**config.mk**
```make
export PLATFORM = sky130hd
export DESIGN_NAME = bcd_updown_counter
export DESIGN_NICKNAME = d
export VERILOG_FILES = /design/src/rtl/bcd_updown_counter.sv
export SDC_FILE = /design/constraint.sdc
export NUM_CORES = 1
export LEC_CHECK = 0
export CAP_MARGIN = 20
export CORE_MARGIN = 1
export CORE_UTILIZATION = 30
export CTS_CLUSTER_SIZE = 24
export DETAILED_ROUTE_END_ITERATION = 10
export GPL_TIMING_DRIVEN = 0
export PLACE_DENSITY = 0.61
export SLEW_MARGIN = 20
export SYNTH_ARGS = -nofsm -noshare
export SYNTH_HDL_FRONTEND = slang
export SYNTH_SLANG_ARGS = --single-unit
```
**constraint.sdc**
```tcl
create_clock -name clk -period 2.4 [get_ports clk]
set_input_delay 0.48 -clock clk [delete_from_list [all_inputs] [get_ports clk]]
set_output_delay 0.48 -clock clk [all_outputs]
set_load 0.02 [all_outputs]
```
**src/rtl/bcd_updown_counter.sv**
```systemverilog
// Purpose: parametrised multi-digit BCD up/down counter with validated parallel load, wrap/saturate terminal handling.
// Latency: q, ovf and load_err update one clock edge after the inputs; ena and tc are combinational from q and inputs.
// Backpressure: none; the counter takes en/load every cycle, and a rejected load is flagged on load_err.
module bcd_updown_counter #(
  parameter int DIGITS = 4,
  parameter bit WRAP   = 1'b1
) (
  input  logic                  clk,
  input  logic                  reset,
  input  logic                  en,
  input  logic                  up,
  input  logic                  load,
  input  logic [4*DIGITS-1:0]   load_val,
  output logic [4*DIGITS-1:0]   q,
  output logic [DIGITS-2:0]     ena,
  output logic                  tc,
  output logic                  ovf,
  output logic                  load_err
);

  localparam int W = 4 * DIGITS;

  // Registered state and its next-state values
  logic [W-1:0]      q_q, q_d;
  logic              ovf_q, ovf_d;
  logic              load_err_q, load_err_d;

  // Per-digit decode of the current count
  logic [DIGITS-1:0] dig_is9;
  logic [DIGITS-1:0] dig_is0;
  logic              all9;
  logic              all0;

  // Carry/borrow chain before and after the saturate override
  logic [DIGITS-1:0] dig_en_raw;
  logic [DIGITS-1:0] dig_en;
  logic              tc_evt;
  logic              sat_hold;
  logic              load_ok;

  // One BCD digit step: 9 rolls to 0 going up, 0 rolls to 9 going down
  function automatic logic [3:0] bcd_step(input logic [3:0] d, input logic inc);
    logic [3:0] r;
    if (inc) begin
      r = (d == 4'd9) ? 4'd0 : d + 4'd1;
    end else begin
      r = (d == 4'd0) ? 4'd9 : d - 4'd1;
    end
    return r;
  endfunction

  // Decode which digits sit at 9 or 0; terminal count needs all of them
  always_comb begin
    dig_is9 = '0;
    dig_is0 = '0;
    for (int i = 0; i < DIGITS; i++) begin
      dig_is9[i] = (q_q[4*i +: 4] == 4'd9);
      dig_is0[i] = (q_q[4*i +: 4] == 4'd0);
    end
    all9 = &dig_is9;
    all0 = &dig_is0;
  end

  // Ripple enable: a digit steps only when every lower digit is at its rollover value
  always_comb begin
    dig_en_raw    = '0;
    dig_en_raw[0] = en;
    for (int i = 1; i < DIGITS; i++) begin
      dig_en_raw[i] = dig_en_raw[i-1] & (up ? dig_is9[i-1] : dig_is0[i-1]);
    end
  end

  // Terminal count and the saturate override; tc ignores load, the event does not
  always_comb begin
    tc       = en & (up ? all9 : all0);
    tc_evt   = tc & ~load;
    // In saturate mode the advisory enables drop as soon as tc is seen,
    // while the internal step enables only need to freeze on a real event.
    sat_hold = ~WRAP & tc;
    dig_en   = (~WRAP & tc_evt) ? '0 : dig_en_raw;
    ena      = sat_hold ? '0 : dig_en_raw[DIGITS-1:1];
  end

  // A load is accepted only if every nibble is a legal BCD digit
  always_comb begin
    load_ok = 1'b1;
    for (int i = 0; i < DIGITS; i++) begin
      if (load_val[4*i +: 4] > 4'd9) begin
        load_ok = 1'b0;
      end
    end
  end

  // Next-state: load wins over counting; a rejected load leaves q untouched
  always_comb begin
    q_d        = q_q;
    ovf_d      = 1'b0;
    load_err_d = 1'b0;
    if (load) begin
      if (load_ok) begin
        q_d = load_val;
      end else begin
        load_err_d = 1'b1;
      end
    end else begin
      for (int i = 0; i < DIGITS; i++) begin
        if (dig_en[i]) begin
          q_d[4*i +: 4] = bcd_step(q_q[4*i +: 4], up);
        end
      end
      ovf_d = tc_evt;
    end
  end

  // State registers with synchronous reset overriding load and count
  always_ff @(posedge clk) begin
    if (reset) begin
      q_q        <= '0;
      ovf_q      <= 1'b0;
      load_err_q <= 1'b0;
    end else begin
      q_q        <= q_d;
      ovf_q      <= ovf_d;
      load_err_q <= load_err_d;
    end
  end

  assign q        = q_q;
  assign ovf      = ovf_q;
  assign load_err = load_err_q;

endmodule

```
==> out/results.tsv <==
stage	metric	value	unit
drt	1st-iter DRT viols	123	
job	max_cap viols	0	
synth	top post-synthesis cells by count	nand2_1, clkbuf_1, dfxtp_1, o21ai_0, nor2_1	
layout	share of cells above drive strength 1	0.149	
setup_path	Crit Path Class	reg -> out	
floorplanning	Site Rows	26	
power	Gate power share	0.374	
min_path	Hold Crit Start	q[15]	
drt	detailed-route wire length per cell	15.4	um
layout	synthesis-to-finish area growth	38.8	%
global_routing	largest net degree at the start of global routing	12	
floorplanning	chip width	75.5	um
setup_path	crit path capture type	output pin	
layout	Non-Filler Instances	345	
clock_tree	CTS buffer count	3	
power	Clk pwr share	0.274	
synth	Yosys warnings	0	
timing	actual slew at the worst max-slew pin	0.701	ns
synth	register area share after synthesis	0.222	
timing	fin. max-slew vios	0	
power	Internal	631	uW
floorplanning	die area	5700	um2
synth	syn_nets	250	
synth	compound-cell area share of the yosys netlist	0.363	
synth	FF+latch count, synth	18	
placed_design	routability cong.	0.915	
drt	DRT Pass-1 Iters	4	
drt	drc violations	0	
power	cell area power density	437	nW/um2
setup_path	crit-path max FO	7	
floorplanning	core area	5170	um2
clock_tree	Clk Latency, worst-skew pair	0.26	ns
drt	total wire length	5320	um
clock_tree	worst-case clock buffer depth	2	
power	Leakage	0.000755	uW
timing	skew final	0.000983	ns
clock_tree	root buffer selected by CTS	clkbuf_8	
power	sequential share of power	0.352	
synth	dominant cells by area after synthesis	dfxtp_1, o21ai_0, nand2_1	
global_routing	Tot GR Track Use	0.191	
timing	count of final hold-check violations	0	
timing	Final Hold Slack	0.556	ns
floorplanning	Die Span Y	75.5	um
synth	xor/xnor cell area share of the yosys netlist	0.0324	
clock_tree	clock sink count	18	
power	Pwr Total	983	uW
synth	Netlist cell types	55	
setup_path	CP startpoint	q[0]	
min_path	HP Class	reg -> reg	
global_routing	initial antenna violation count	0	
drt	antenna viol nets, final	0	
timing	fin crit share	0.977	
clock_tree	Worst-path clk slew	0.08	ns
timing	Final setup viols	0	
setup_path	CP Data Required Time	1.92	ns
floorplanning	Starting Density	0.313	
drt	Vias	1915	
synth	EDFF count, synth	0	
power	worst vdd ir	0.198	mV
clock_tree	CTS tree	built	
layout	nets	297	
power	Net Switching	352	uW
global_routing	grt ovf	0	
timing	Slew Limit Headroom	0.533	
placed_design	Port Buf Inserts	41	
layout	# diodes	0	
synth	post-synthesis async set-or-reset flop share	0	
setup_path	cells on worst reg2reg path	6	
min_path	hold path endpoint	q[15]	
placed_design	total placed cells including tap cells	340	
synth	top_reg_cell synth	dfxtp_1	
min_path	hold depth	2	
synth	largest family of logic cells by synthesized area	compound AO/OA/AOI/OAI gates	
setup_path	startpoint types	register	
synth	simple-gate share of the synthesized area	0.275	
floorplanning	Top-Level Pins	43	
global_routing	vias in the first global route	1755	
power	switching portion of total power	0.358	
setup_path	Reg2Reg Capture Point	q[14]	
timing	RSZ-0062 raised after global routing	true	
timing	Peak Freq	0.427	GHz
setup_path	reg2reg start	q[11]	
synth	Mapped Cells	229	
global_routing	wire length of the first global-routing pass	8200	um
synth	Syn Area/Cell	7.08	um2
synth	mux contribution to synthesized area	0.0193	
synth	most numerous cell in the Yosys netlist	nand2_1	
synth	largest area contributor in the netlist	dfxtp_1	
timing	setup TNS	0	ns
placed_design	detailed placement HPWL	3950	um
run_status	status	finished, final reports clean	
clock_tree	# H-tree levels	1	
synth	Synth Cell Area	1620	um2
synth	area share of the largest cell type after synthesis	0.222	
setup_path	WP data arrival	1.86	ns
drt	vias per inst	5.55	
setup_path	worst reg-to-reg setup slack	0.25	ns
layout	final core utilization	0.435	
synth	adder-cell share of the synthesized area	0	
timing	Tmin final	2.34	ns
==> sequential cells by signal, summed over array words and instances, names as in the netlist <==
| register | count |
|---|---|
| load_err | 1 |
| ovf | 1 |
| q | 16 |
==> cell usage in the layout, fill, tap and decap left out, types with 3 or more instances in the layout <==
master and count:
clkdlybuf4s50_1 36, nand2_1 20, o21ai_0 18, nor2_1 16
dfxtp_1 16, a21oi_1 14, nor3_1 12, inv_1 11
clkbuf_1 11, nand3_1 9, a211oi_1 9, buf_4 8
xnor2_1 5, or3_1 4, clkbuf_8 4, buf_2 3
nor2b_1 3, a22oi_1 3, a31oi_1 3, a221o_1 3
==> per-stage QoR <==
stage	worst slack, ns	cell area (um2)
final	0.0563	2250
after floorplan	0.0114	1630
after global placement	-0.823	2120
after global routing	-0.0819	2250
after CTS	0.0116	2200
after detailed placement	-0.821	2120
==> area by class of cell <==
cell class                 instances  area, um2
buffer                            21       98.8
fill                             528       2920
clock buffer                       4       55.1
timing repair buffer              46        443
inverter                          11       41.3
sequential                        18        365
multi-input combinational        175       1160
tap                               70       87.6
==> how the worst max path moves through the flow <==
stage,end,slack (ns)
6_report,ena[2],0.06
5_1_grt,tc,-0.08
4_1_cts,ena[2],0.01
3_5_place_dp,ena[2],-0.82
3_3_place_gp,tc,-0.82
2_1_floorplan,ena[2],0.01
==> layer usage <==
layer | track usage | up-vias | share of wire | wire length [um]
li1 | - | 938 | - | -
met1 | 0.245 | 899 | 0.43 | 2310
met2 | 0.318 | 65 | 0.49 | 2580
met3 | 0.0198 | 13 | 0.053 | 283
met4 | 0.0967 | 0 | 0.027 | 142
met5 | 0 | - | 0 | 0
==> timing repair <==
| action | 4_1_cts | 5_1_grt |
|---|---|---|
| hold buffers | 0 | 0 |
| pin swaps | 3 | 4 |
| gates resized for setup | 34 | 14 |
| setup endpoints to repair | 18 | 9 |
| buffers inserted | 2 | 3 |
==> power groups by stage <==
stage | Clock [uW] | Sequential, uW | Combinational, uW
5_1_grt | 286 | 349 | 400
3_5_place_dp | 0 | 344 | 356
6_report | 270 | 346 | 367
4_1_cts | 278 | 341 | 358
3_3_place_gp | 0 | 343 | 353
2_1_floorplan | 0 | 362 | 205
==> logic make-up after synthesis <==
kind of cell	count (synthesis)
multiplexers	3
XOR/XNOR	6
AO/OA/AOI/OAI	79
AND/OR/NAND/NOR	87
buffers and inverters	36
flip-flops	18
==> critical path, cell delays in order (launching register included) <==
cell and delay (ns):
dfxtp_4 0.38, or3_4 0.41, a2111oi_4 0.33, and2_4 0.20
and3_4 0.17, buf_6 0.11
(Power assumes the default switching activity.)
